$ cat config.mk
export PLATFORM = sky130hd
export DESIGN_NAME = cc_input_ctrl
export DESIGN_NICKNAME = d
export VERILOG_FILES = /design/src/rtl/cc_input_pkg.sv /design/src/rtl/cc_coin_seq.sv /design/src/rtl/cc_input_ctrl.sv
export SDC_FILE = /design/constraint.sdc
export NUM_CORES = 1
export LEC_CHECK = 0
export ABC_CLOCK_PERIOD_IN_PS = 3200
export BUFFER_PORTS_ARGS = -buffer_cell sky130_fd_sc_hd__buf_2
export CAP_MARGIN = 20
export CORE_MARGIN = 5
export CORE_UTILIZATION = 30
export CTS_CLUSTER_SIZE = 25
export DETAILED_ROUTE_END_ITERATION = 8
export PLACE_DENSITY_LB_ADDON = 0.2
export SLEW_MARGIN = 20
export SYNTH_ARGS = -nofsm -noshare
export SYNTH_HDL_FRONTEND = slang
export SYNTH_HIERARCHICAL = 1
export SYNTH_SLANG_ARGS = --single-unit
$ cat constraint.sdc
create_clock -name clk_sys -period 3.2 [get_ports clk_sys]
set_input_delay 0.16 -clock clk_sys [delete_from_list [all_inputs] [get_ports clk_sys]]
set_output_delay 0.16 -clock clk_sys [all_outputs]
set_load 0.05 [all_outputs]
$ cat src/rtl/cc_input_pkg.sv
// -----------------------------------------------------------------------------
// cc_input_pkg
// Shared definitions for the Crazy Climber player-input front end:
//   - PS/2 scan codes for the mapped keys
//   - bit positions inside the HPS joystick words
//   - key-state vector indices and the scan-code -> key decoder
//   - the coin sequencer state encoding
//   - the opposing-direction (SOCD) cancel helper used when CC_INPUT_SOCD_EN
//     is defined in cc_input_ctrl
// -----------------------------------------------------------------------------
package cc_input_pkg;

  // Stick keys are matched on the low 8 bits only, so the E0-prefixed arrow
  // codes sent by real keyboards decode the same as the bare codes.
  localparam logic [7:0] SC_UP    = 8'h75;
  localparam logic [7:0] SC_DOWN  = 8'h72;
  localparam logic [7:0] SC_LEFT  = 8'h6B;
  localparam logic [7:0] SC_RIGHT = 8'h74;
  localparam logic [7:0] SC_W     = 8'h1D;
  localparam logic [7:0] SC_S     = 8'h1B;
  localparam logic [7:0] SC_A     = 8'h1C;
  localparam logic [7:0] SC_D     = 8'h23;

  // Start and coin keys must match the full 9-bit code, E0 prefix included.
  localparam logic [8:0] SC_F1    = 9'h005;
  localparam logic [8:0] SC_1     = 9'h016;
  localparam logic [8:0] SC_F2    = 9'h006;
  localparam logic [8:0] SC_2     = 9'h01E;
  localparam logic [8:0] SC_COIN5 = 9'h02E;
  localparam logic [8:0] SC_COIN6 = 9'h036;

  // Joystick word bit positions (same layout on both joysticks).
  localparam int JOY_R      = 0;
  localparam int JOY_L      = 1;
  localparam int JOY_D      = 2;
  localparam int JOY_U      = 3;
  localparam int JOY_RR     = 4;
  localparam int JOY_RL     = 5;
  localparam int JOY_RD     = 6;
  localparam int JOY_RU     = 7;
  localparam int JOY_START1 = 8;
  localparam int JOY_START2 = 9;
  localparam int JOY_W      = 10;  // number of joystick bits actually used

  // Indices into the key-state vector.
  localparam int K_UP     = 0;
  localparam int K_DOWN   = 1;
  localparam int K_LEFT   = 2;
  localparam int K_RIGHT  = 3;
  localparam int K_W      = 4;
  localparam int K_S      = 5;
  localparam int K_A      = 6;
  localparam int K_D      = 7;
  localparam int K_F1     = 8;
  localparam int K_1      = 9;
  localparam int K_F2     = 10;
  localparam int K_2      = 11;
  localparam int K_5      = 12;
  localparam int K_6      = 13;
  localparam int NUM_KEYS = 14;

  // Pending coin credits saturate here; further requests are dropped.
  localparam logic [1:0] PENDING_MAX = 2'd3;

  typedef enum logic [1:0] {
    IDLE  = 2'd0,
    PULSE = 2'd1,
    GAP   = 2'd2
  } coin_state_t;

  // Packed so that {up, down, left, right} maps straight onto a 4-bit port.
  typedef struct packed {
    logic up;
    logic down;
    logic left;
    logic right;
  } stick_t;

  // One-hot mask of the key(s) a 9-bit scan code refers to; all zero when
  // the code is not mapped.
  function automatic logic [NUM_KEYS-1:0] key_mask(input logic [8:0] code);
    logic [NUM_KEYS-1:0] m;
    m = '0;
    case (code[7:0])
      SC_UP:    m[K_UP]    = 1'b1;
      SC_DOWN:  m[K_DOWN]  = 1'b1;
      SC_LEFT:  m[K_LEFT]  = 1'b1;
      SC_RIGHT: m[K_RIGHT] = 1'b1;
      SC_W:     m[K_W]     = 1'b1;
      SC_S:     m[K_S]     = 1'b1;
      SC_A:     m[K_A]     = 1'b1;
      SC_D:     m[K_D]     = 1'b1;
      default:  ;
    endcase
    case (code)
      SC_F1:    m[K_F1] = 1'b1;
      SC_1:     m[K_1]  = 1'b1;
      SC_F2:    m[K_F2] = 1'b1;
      SC_2:     m[K_2]  = 1'b1;
      SC_COIN5: m[K_5]  = 1'b1;
      SC_COIN6: m[K_6]  = 1'b1;
      default:  ;
    endcase
    return m;
  endfunction

  // Opposing directions held together cancel to neither.
  function automatic stick_t socd_filter(input stick_t s);
    stick_t o;
    o = s;
    if (s.up && s.down) begin
      o.up   = 1'b0;
      o.down = 1'b0;
    end
    if (s.left && s.right) begin
      o.left  = 1'b0;
      o.right = 1'b0;
    end
    return o;
  endfunction

endpackage

$ cat src/rtl/cc_coin_seq.sv
// -----------------------------------------------------------------------------
// cc_coin_seq
// Queues coin requests (up to 3 pending) and replays each one as a coin pulse
// exactly COIN_PULSE_CYCLES wide, followed by at least COIN_GAP_CYCLES+1 low
// cycles (the gap plus one IDLE pass) before the next credit.
//
// Parameters:
//   COIN_PULSE_CYCLES - cycles coin is held high per credit (>= 1)
//   COIN_GAP_CYCLES   - cycles spent in GAP after each pulse   (>= 1)
// Ports:
//   clk_sys - clock, rising edge
//   reset_n - asynchronous active-low reset
//   req     - single-cycle coin request
//   coin    - registered coin pulse output
// -----------------------------------------------------------------------------
module cc_coin_seq
  import cc_input_pkg::*;
#(
  parameter int unsigned COIN_PULSE_CYCLES = 1200000,
  parameter int unsigned COIN_GAP_CYCLES   = 1200000
) (
  input  logic clk_sys,
  input  logic reset_n,
  input  logic req,
  output logic coin
);

  localparam logic [31:0] PULSE_LOAD = 32'(COIN_PULSE_CYCLES - 1);
  localparam logic [31:0] GAP_LOAD   = 32'(COIN_GAP_CYCLES - 1);

  coin_state_t state;
  logic [31:0] timer;
  logic [1:0]  pending;
  logic        consume;

  // A credit leaves the queue on the same edge the FSM leaves IDLE.
  assign consume = (state == IDLE) && (pending != 2'd0);

  // NOTE: state registers use non-blocking assignments so every flop samples
  // the pre-edge values, independent of the order the statements appear in.
  always_ff @(posedge clk_sys or negedge reset_n) begin
    if (!reset_n) begin
      pending <= 2'd0;
    end else begin
      // A request and a consume on the same edge cancel out.
      case ({req, consume})
        2'b10:   if (pending != PENDING_MAX) pending <= pending + 2'd1;
        2'b01:   pending <= pending - 2'd1;
        default: ;
      endcase
    end
  end

  always_ff @(posedge clk_sys or negedge reset_n) begin
    if (!reset_n) begin
      state <= IDLE;
      timer <= '0;
      coin  <= 1'b0;
    end else begin
      // Output follows the state one cycle later, so its high time equals
      // the number of cycles spent in PULSE.
      coin <= (state == PULSE);
      case (state)
        IDLE: begin
          if (consume) begin
            state <= PULSE;
            timer <= PULSE_LOAD;
          end
        end
        PULSE: begin
          if (timer == '0) begin
            state <= GAP;
            timer <= GAP_LOAD;
          end else begin
            timer <= timer - 32'd1;
          end
        end
        GAP: begin
          if (timer == '0) state <= IDLE;
          else             timer <= timer - 32'd1;
        end
        default: begin
          state <= IDLE;
          timer <= '0;
        end
      endcase
    end
  end

endmodule

$ cat src/rtl/cc_input_ctrl.sv
// -----------------------------------------------------------------------------
// cc_input_ctrl
// Player-input front end for the Crazy Climber core. Decodes toggle-coded
// PS/2 key events into key states, merges them with both joysticks and drives
// registered twin-stick, start and metered coin outputs.
//
// Build option:
//   CC_INPUT_SOCD_EN - when defined, opposing directions on a stick cancel
//                      (up+down -> neither, left+right -> neither).
//
// Parameters:
//   COIN_PULSE_CYCLES - coin1 high time per credit, in clk_sys cycles
//   COIN_GAP_CYCLES   - minimum coin1 low time between credits (plus one)
// Ports:
//   clk_sys    - clock, rising edge
//   reset_n    - asynchronous active-low reset
//   ps2_key    - [10] event toggle, [9] pressed, [8] E0 prefix, [7:0] code
//   joystick_0 - joystick word, player 1
//   joystick_1 - joystick word, player 2 (same layout)
//   l_stick    - left stick {up, down, left, right}
//   r_stick    - right stick {up, down, left, right}
//   start1     - player 1 start
//   start2     - player 2 start
//   coin1      - metered coin pulse
// -----------------------------------------------------------------------------
module cc_input_ctrl
  import cc_input_pkg::*;
#(
  parameter int unsigned COIN_PULSE_CYCLES = 1200000,
  parameter int unsigned COIN_GAP_CYCLES   = 1200000
) (
  input  logic        clk_sys,
  input  logic        reset_n,
  input  logic [10:0] ps2_key,
  input  logic [15:0] joystick_0,
  input  logic [15:0] joystick_1,
  output logic [3:0]  l_stick,
  output logic [3:0]  r_stick,
  output logic        start1,
  output logic        start2,
  output logic        coin1
);

  // ---------------------------------------------------------------------------
  // Stage 1: key event decode and joystick capture
  // ---------------------------------------------------------------------------
  logic                primed;
  logic                toggle_copy;
  logic [NUM_KEYS-1:0] keys;
  logic [NUM_KEYS-1:0] mask;
  logic [JOY_W-1:0]    joy;
  logic                key_event;

  // The first edge after reset only learns the current toggle level; the
  // word sitting on ps2_key at that point is stale and must not be decoded.
  assign key_event = primed && (ps2_key[10] != toggle_copy);
  assign mask      = key_mask(ps2_key[8:0]);

  always_ff @(posedge clk_sys or negedge reset_n) begin
    if (!reset_n) begin
      primed      <= 1'b0;
      toggle_copy <= 1'b0;
      keys        <= '0;
      joy         <= '0;
    end else begin
      primed      <= 1'b1;
      toggle_copy <= ps2_key[10];
      joy         <= joystick_0[JOY_W-1:0] | joystick_1[JOY_W-1:0];
      if (key_event) begin
        keys <= ps2_key[9] ? (keys | mask) : (keys & ~mask);
      end
    end
  end

  // ---------------------------------------------------------------------------
  // Merge (combinational, between the two register stages)
  // ---------------------------------------------------------------------------
  stick_t l_raw;
  stick_t r_raw;
  stick_t l_next;
  stick_t r_next;
  logic   start1_next;
  logic   start2_next;
  logic   coin_src;

  // NOTE: every output of this block is assigned on every pass, so no latch
  // is inferred; keep it that way when adding terms.
  always_comb begin
    l_raw.up    = keys[K_W]     | joy[JOY_U];
    l_raw.down  = keys[K_S]     | joy[JOY_D];
    l_raw.left  = keys[K_A]     | joy[JOY_L];
    l_raw.right = keys[K_D]     | joy[JOY_R];
    r_raw.up    = keys[K_UP]    | joy[JOY_RU];
    r_raw.down  = keys[K_DOWN]  | joy[JOY_RD];
    r_raw.left  = keys[K_LEFT]  | joy[JOY_RL];
    r_raw.right = keys[K_RIGHT] | joy[JOY_RR];
    start1_next = keys[K_F1] | keys[K_1] | joy[JOY_START1];
    start2_next = keys[K_F2] | keys[K_2] | joy[JOY_START2];
    coin_src    = start1_next | start2_next | keys[K_5] | keys[K_6];
  end

`ifdef CC_INPUT_SOCD_EN
  assign l_next = socd_filter(l_raw);
  assign r_next = socd_filter(r_raw);
`else
  assign l_next = l_raw;
  assign r_next = r_raw;
`endif

  // ---------------------------------------------------------------------------
  // Stage 2: output registers and coin request edge detect
  // ---------------------------------------------------------------------------
  logic coin_src_q;
  logic coin_req;

  // Rising edge of the unregistered merge, so a request is captured on the
  // same edge the start/stick outputs update.
  assign coin_req = coin_src & ~coin_src_q;

  always_ff @(posedge clk_sys or negedge reset_n) begin
    if (!reset_n) begin
      l_stick    <= '0;
      r_stick    <= '0;
      start1     <= 1'b0;
      start2     <= 1'b0;
      coin_src_q <= 1'b0;
    end else begin
      l_stick    <= l_next;
      r_stick    <= r_next;
      start1     <= start1_next;
      start2     <= start2_next;
      coin_src_q <= coin_src;
    end
  end

  cc_coin_seq #(
    .COIN_PULSE_CYCLES (COIN_PULSE_CYCLES),
    .COIN_GAP_CYCLES   (COIN_GAP_CYCLES)
  ) u_coin_seq (
    .clk_sys (clk_sys),
    .reset_n (reset_n),
    .req     (coin_req),
    .coin    (coin1)
  );

endmodule

==> results.txt, run 1 <==
Cell area reported after detailed placement: 4220 um^2. After detailed routing, the number of remaining DRC violations is 0. The synthesized design contains 74 register bits. Measured on the finished design, the core utilization comes to 36.5%. The die covers 15100 um^2.

In this run the static leakage power is 1.81 nW. The detailed-route wire length on metal 1 is 4220 um. For this run, the leading register cell type out of synthesis is sky130_fd_sc_hd__dfrtp_1.

After detailed routing, the met2 layer carries 4200 um of wire. Relative to the synthesized area, the layout overhead comes to 20.0%. The final cycle utilization of the critical path is 85.3%, and the power density over the cells is 510 nW/um^2. The tools report the clock insertion delay at the later pin of the skew report as 0.33 ns. The number of iterations in the first detailed-routing pass is 4. In this run the tightest slew margin relative to its limit is 39.5%. For this configuration, the core starts out at a cell density of 30.4%. TritonCTS built the clock tree.

When the netlist entered floorplanning its net count stood at 417. IR analysis of the VDD net gives a maximum drop of 0.221 mV. For this run, the top clock speed supported by timing is 0.366 GHz.

The run gives 74 as the number of clock sinks seen by CTS. Across the run, the number of max-cap violations was 0. Startpoint-to-endpoint class of the critical path: reg -> reg. After clock tree synthesis, the clock-pin slew on the worst setup and hold paths is 0.06 ns. Input and output buffers added on the ports amount to 43. The logs give 3.47 ns for the required time reported for the critical path endpoint and 4590 um^2 for the final non-filler cell area. The tools report the worst reg-to-reg setup slack as 0.47 ns. The uppermost layer routed is met4.

The launching point of the worst reg2reg path was u_coin_seq/timer[25]$_DFFE_PN0P_. Number of pins with negative max-slew slack in the final report: 0. The die is 123 um tall.

The share of the Yosys chip area taken by registers is 48.4%. CTS built an H-tree with a depth of 3. In this run, the number of DRC markers left after iteration 0 of detailed routing was 153.

The arrival time reported for the critical path endpoint came out at 3.00 ns. The number of synthesized flops with an enable pin was 0. The synthesized netlist occupies a cell area of 3830 um^2. Setup violations remaining at the end of the flow were counted as 0. Row generation in the floorplan step produced 41 rows. The first global-routing pass estimated 15100 um of wire. Clock tree synthesis selected as its root buffer the cell sky130_fd_sc_hd__clkbuf_16. Between clock sinks in the finished design, the worst skew comes to 0.00415 ns. Routability-driven placement finished with a final weighted congestion of 0.797. Setup total negative slack on the finished layout was measured at 0 ns.

Global routing consumed, over all layers together, 12.6% of the routing resources. The library cell used most frequently in the layout, excluding fill and tap cells, is sky130_fd_sc_hd__dfrtp_1. The routed layout has 3034 vias.

The final layout contains routed wiring with a total length of 8910 um. Buffer depth of the longest clock path: 2. 56 I/O pins were placed.

In the layout the commonest cells are 74 x sky130_fd_sc_hd__dfrtp_1, 44 x sky130_fd_sc_hd__nor2_1, 42 x sky130_fd_sc_hd__buf_2, 29 x sky130_fd_sc_hd__nor3_1, 21 x sky130_fd_sc_hd__or2_2. The startpoint of the worst setup timing path was u_coin_seq/timer[25]$_DFFE_PN0P_. For the finished layout, the period the worst path requires is 2.73 ns. The x dimension of the die is 123 um. The final critical-path setup slack is 0.471 ns.

For this run the aggregate overflow at the end of global routing stands at 0. The total CTS buffers is 9. Setup repair after global routing left no endpoint under its margin. Detailed placement finished with a half-perimeter wire length of 6070 um. The number of global-route vias before repair is 3078, and the number of nets still failing antenna checks after routing is 0. For the pin with the worst max-slew slack, the measured transition is 0.904 ns. The run finished with clean final reports.

Of all nets on the critical path, the largest fanout is 14. Once the clock tree was built, the setup fixing pass inserted 0 buffers. Entering global routing, the biggest net connects 75 pins.

At the end of the flow, the number of nets in the layout was 469. The path class of the tightest hold or removal check is in -> reg. The repair_antennas step left the layout with diodes totalling 0.

In this run the standard cell core region covers 12600 um^2. The startpoint identified for the worst hold timing path is joystick_1[7]. In this run the mean area of a mapped cell was 10.3 um^2. The number of different library cells in the post-synthesis netlist is 57, and the count of final hold-check violations is 0. Startpoint type of the worst setup path: a flip-flop. The detail-routed via count per cell was 5.07. Synthesis handed over a netlist of 370 instances.

During synthesis, Yosys emitted a total of 6 warnings. The routed design uses 421 um of met3 wire. The worst setup path is captured at a flip-flop. The share of synthesized flip-flops with an asynchronous set or reset is 100%, and the post-placement setup slack is 0.484 ns.

For the number of antenna violations at the first check in global routing, the log shows 0. Dividing the detail-routed wire length by the instance count gives 14.9 um. The fraction of final layout cells with drive strength greater than 1 was 28.4%.
[layout make-up]
cell class                 count  area (um^2)
clock buffer                   9          225
clock inverter                 6         45.0
fill                        1277         7980
inverter                       2         7.51
multi-input combinational    277         1880
sequential                    74         1850
tap                          172          215
timing repair buffer          58          368
[final timing paths]
path | end | depth (start not counted)
setup / recovery | u_coin_seq/timer[1]$_DFFE_PN0P_ | 7
hold / removal | joy[7]$_DFF_PN0_ | 2
setup reg to reg | u_coin_seq/timer[1]$_DFFE_PN0P_ | 7
hold reg to reg | r_stick[2]$_DFF_PN0_ | 1
max in group asynchronous | asynchronous set/reset pin | 3
min in group asynchronous | u_coin_seq/timer[2]$_DFFE_PN0P_ | 2
[cell families after synthesis]
family                   count (synthesis)  synth area share [%]
AO/OA/AOI/OAI                           52                  9.97
XOR/XNOR                                20                  4.58
adder cells (fa/ha/maj)                  2                 0.654
buffers and inverters                   19                  2.49
flip-flops                              74                  48.4
multiplexers                            14                  4.12
other                                    1                0.0980
AND/OR/NAND/NOR                        188                  29.7
[critical path: stages (launching register included)]
cell and delay (ns):
sky130_fd_sc_hd__dfrtp_1 0.41, sky130_fd_sc_hd__or4_1 0.57, sky130_fd_sc_hd__or3_1 0.47, sky130_fd_sc_hd__or4_1 0.50, sky130_fd_sc_hd__buf_4 0.22, sky130_fd_sc_hd__and2_1 0.19
sky130_fd_sc_hd__o21ai_1 0.14, sky130_fd_sc_hd__o211a_1 0.16
[per-layer routing]
metal / track usage [%] / up-vias
li1: - / 1469
met1: 16.6 / 1492
met2: 20.4 / 67
met3: 4.30 / 6
met4: 2.45 / 0
met5: 0 / -
[report_power, final]
part | internal [mW] | total (mW) | leakage, nW | switching, mW
sequential | 1.01 | 1.10 | 0.869 | 0.0896
combinational | 0.153 | 0.330 | 0.821 | 0.177
clock | 0.520 | 0.911 | 0.123 | 0.390
[through the flow]
stage	hold slack (ns)	power, mW	instances
final	0.0119	2.34	598
after global routing	0.00415	2.47	598
after CTS	0.000283	2.37	596
after detailed placement	0.329	1.44	575
after global placement	0.319	1.42	575
after floorplan	-0.136	1.32	370
[repair_timing]
item                                   4_1_cts  5_1_grt
endpoints found under the hold margin        6       31
hold buffers                                 6        1
resized for setup                            0        0
[Yosys cell counts, types with 4 or more instances]
cell                        n  area (um^2)
sky130_fd_sc_hd__a311oi_1  13          114
sky130_fd_sc_hd__nor3_1    29          145
sky130_fd_sc_hd__or4_1      8         60.1
sky130_fd_sc_hd__and3_1     4         25.0
sky130_fd_sc_hd__or2_2     21          131
sky130_fd_sc_hd__o21a_1     4         30.0
sky130_fd_sc_hd__nand3_1    4         20.0
sky130_fd_sc_hd__nand2_1   14         52.6
sky130_fd_sc_hd__nor3b_1    4         30.0
sky130_fd_sc_hd__mux2_2    13          146
sky130_fd_sc_hd__nand4_1    5         31.3
sky130_fd_sc_hd__clkbuf_1  10         37.5
sky130_fd_sc_hd__nor2_1    44          165
sky130_fd_sc_hd__or3_1     10         62.6
sky130_fd_sc_hd__o21ai_0   10         50.1
sky130_fd_sc_hd__buf_2      4         20.0
sky130_fd_sc_hd__nor4_1    12         75.1
sky130_fd_sc_hd__a21oi_1    5         25.0
sky130_fd_sc_hd__or4_4      4         45.0
sky130_fd_sc_hd__xnor2_1   17          149
sky130_fd_sc_hd__dfrtp_1   74         1850
sky130_fd_sc_hd__nand2b_1   4         25.0
sky130_fd_sc_hd__nor2b_1    5         31.3
No activity file was read; power rests on OpenSTA's default activity.
==> run 2, diff against run 1 <==
CTS_BUF_LIST = sky130_fd_sc_hd__clkbuf_16   (was unset)
GPL_TIMING_DRIVEN = 0   (was unset)
HOLD_SLACK_MARGIN = 0.06   (was unset)
==> results.txt, run 2 (synthesis gave the netlist of run 1 again) <==
The clock-pin slew on the worst setup and hold paths is 0.06 ns (about the same). Fraction of final layout cells with drive strength greater than 1: 26.5% (was 28.4%). The remaining design rule violation count came out at 0 (unchanged). The required time reported for the critical path endpoint is 3.42 ns (was 3.47 ns). The slowest cell on the critical path is sky130_fd_sc_hd__or4_4 (was sky130_fd_sc_hd__or4_1). The tools report the count of standard-cell rows as 41 (unchanged). The half-perimeter wire length of the detailed placement result was 6570 um (was 6070 um); the cell-internal power was 1.70 mW (was 1.68 mW).

The met2 layer wire length in the routed design came out at 4500 um (was 4200 um). The leakage power came out at 1.88 nW (was 1.81 nW). The final cycle utilization of the critical path works out to 91.4% (was 85.3%). Achievable clock frequency: 0.342 GHz (was 0.366 GHz). For the number of global-route vias before repair, the log shows 3381 (was 3078). Number of port buffers: 43 (unchanged). Uppermost layer routed: met4 (unchanged). The fraction of power spent switching nets is 28.5% (was 28.1%).

The run gives 3 (unchanged) as the number of H-tree branching levels. The reported max-cap violation count came out at 0 (unchanged). The largest vdd supply drop came out at 0.250 mV (was 0.221 mV). The total CTS buffers was 9 (unchanged). Final critical-path setup slack: 0.274 ns (was 0.471 ns). Worst min-delay path class: in -> reg (unchanged).

The worst-path maximum fanout was 10 (was 14). The detailed-route wire length on metal 1 is 4280 um (was 4220 um), and the count of instances resized after the clock tree is built is 0 (unchanged). The worst clock skew on the final layout was 0.00493 ns (was 0.00415 ns).

The cell family contributing the most delay on the critical path is simple AND/OR/NAND/NOR gates (unchanged). The area growth from synthesis to layout came out at 24.9% (was 20.0%). The most frequent standard cell in the layout excluding fill and tap cells is sky130_fd_sc_hd__dfrtp_1 (unchanged). Startpoint type of the worst setup path: a flip-flop (unchanged). The run gives 0.776 (was 0.797) as the global placer's final weighted congestion. The run finished with clean final reports. The endpoint type of the worst setup path is a flip-flop (unchanged).

Count of buffer and inverter cells on the critical path: 1 (unchanged). For the routed via count, the log shows 3124 (was 3034). The average routed wire per standard cell is 14.9 um (about the same). Setup repair after global routing left no endpoint under its margin. CP Cell Sequence: or4_4, or3_4, nor4_4, o21ai_0, o21ai_2, buf_2, nor2_1 (was or4_1, or3_1, or4_1, buf_4, and2_1, o21ai_1, o211a_1). The number of nets still failing antenna checks after routing was 0 (unchanged).

The logs give 13.4% (was 12.6%) for the total global routing track utilization and 14.6% (was 14.1%) for the portion of total power attributed to combinational logic. The post-placement setup slack was 0.265 ns (was 0.484 ns); the measured slew at the worst slew-check pin was 0.805 ns (was 0.904 ns). The run gives 3.14 ns (was 3.00 ns) as the arrival time reported for the critical path endpoint.

The number of antenna repair diodes was 0 (unchanged). The tools report the number of iterations in the first detailed-routing pass as 4 (unchanged). The detail-routed via count per cell is 5.01 (was 5.07), and the post-CTS setup repair buffer count is 0 (unchanged).

The run gives 46.5% (was 47.0%) as the sequential cell fraction of total power. The total net switching power was 0.676 mW (was 0.657 mW). The total die area was 15100 um^2 (unchanged).

The clock share of power was 38.9% (about the same). For the final layout net count, the log shows 494 (was 469). The clock tree root driver cell was sky130_fd_sc_hd__clkbuf_16 (unchanged).

The tools report the number of clock sinks seen by CTS as 74 (unchanged). The residual overflow from global routing was 0 (unchanged). The tools report the clock insertion delay at the later pin of the skew report as 0.33 ns (about the same). The worst slew slack as a fraction of its limit is 46.1% (was 39.5%), and the number of pins with negative max-slew slack in the final report is 0 (unchanged).

For the count of hold-fix buffers inserted at cts, the log shows 22 (was 6). Highest-count cells in the layout ignoring fill and taps: 74 x sky130_fd_sc_hd__dfrtp_1, 46 x sky130_fd_sc_hd__buf_2, 44 x sky130_fd_sc_hd__nor2_1, 29 x sky130_fd_sc_hd__nor3_1, 22 x sky130_fd_sc_hd__dlygate4sd3_1 (was 74 x sky130_fd_sc_hd__dfrtp_1, 44 x sky130_fd_sc_hd__nor2_1, 42 x sky130_fd_sc_hd__buf_2, 29 x sky130_fd_sc_hd__nor3_1, 21 x sky130_fd_sc_hd__or2_2). Initial cell density of the core: 30.4% (unchanged). The tools report the detailed-route wire length as 9280 um (was 8910 um). The power density over the cells works out to 496 nW/um^2 (was 510 nW/um^2). TritonCTS built the clock tree. The tools report the final-layout setup total negative slack as 0 ns (unchanged). The y dimension of the die came out at 123 um (unchanged). The I/O pin count was 56 (unchanged). The run gives 43 (was 75) as the maximum number of pins on one net before global-route repair. The sum of met3 wire segment lengths after detailed routing was 431 um (was 421 um); the count of final hold-check violations was 0 (unchanged).

The total core area is 12600 um^2 (unchanged), and the time the worst path needs with I/O delays and setup is 2.93 ns (was 2.73 ns). The number of antenna violations at the first check in global routing is 0 (unchanged). For the number of design-rule violations left by the first detailed-router iteration, the log shows 140 (was 153). For the buffer depth of the longest clock path, the log shows 2 (unchanged).

The startpoint-to-endpoint class of the critical path is reg -> reg (unchanged). Number of setup violations in the final report: 0 (unchanged). Delay of the slowest critical-path stage: 0.58 ns (was 0.57 ns). The x dimension of the die was 123 um (unchanged); the global-route wire length before repair was 16200 um (was 15100 um).
run 2: power by group through the flow:
stage               registers [mW]  clock network (mW)  logic [mW]
floorplan                     1.12                   0       0.204
global placement              1.11                   0       0.317
detailed placement            1.12                   0       0.331
CTS                           1.10               0.962       0.353
global route                  1.11                1.00       0.392
finish                        1.10               0.922       0.347
run 2: worst reg2reg max path, stage by stage, from the launching register on:
cell                      delay, ns
sky130_fd_sc_hd__dfrtp_1       0.43
sky130_fd_sc_hd__or4_4         0.58
sky130_fd_sc_hd__or3_4         0.41
sky130_fd_sc_hd__nor4_4        0.58
sky130_fd_sc_hd__o21ai_0       0.19
sky130_fd_sc_hd__o21ai_2       0.22
sky130_fd_sc_hd__buf_2         0.32
sky130_fd_sc_hd__nor2_1        0.07
run 2: routing by layer:
layer / vias up / global-route usage (%)
met3: 5 / 3.98
li1: 1524 / -
met5: - / 0
met1: 1535 / 17.2
met2: 60 / 22.7
met4: 0 / 2.80
run 2: layout make-up:
| cell class | instances | area (um^2) |
|---|---|---|
| Clock inverter | 7 | 47.5 |
| Tap cell | 172 | 215 |
| Inverter | 2 | 7.51 |
| Buffer | 17 | 87.6 |
| Clock buffer | 9 | 225 |
| Multi-Input combinational cell | 277 | 1880 |
| Sequential cell | 74 | 1850 |
| Fill cell | 1242 | 7790 |
| Timing Repair Buffer | 66 | 465 |
run 2: worst paths after layout:
check	from	end	slack, ns	cells after the start
max	u_coin_seq/timer[15]$_DFFE_PN0P_	u_coin_seq/timer[16]$_DFFE_PN0P_	0.27	7
min	ps2_key[9]	flip-flop	0.12	2
max reg2reg	u_coin_seq/timer[15]$_DFFE_PN0P_	u_coin_seq/timer[16]$_DFFE_PN0P_	0.27	7
min reg2reg	joy[4]$_DFF_PN0_	r_stick[0]$_DFF_PN0_	0.43	1
max in group asynchronous	reset_n	joy[7]$_DFF_PN0_	2.31	3
min in group asynchronous	reset_n	u_coin_seq/timer[0]$_DFFE_PN0P_	0.33	2
run 2: stage by stage:
stage               cell area (um^2)  power, mW  std cells  hold WS (ns)  utilization, %
global placement                4260       1.43        585         0.318            33.9
floorplan                       3830       1.32        370        -0.136               -
finish                          4780       2.37        624         0.116            38.0
detailed placement              4290       1.45        586         0.140            34.1
CTS                             4780       2.41        624         0.104            38.0
global route                    4780       2.50        624         0.122            38.0
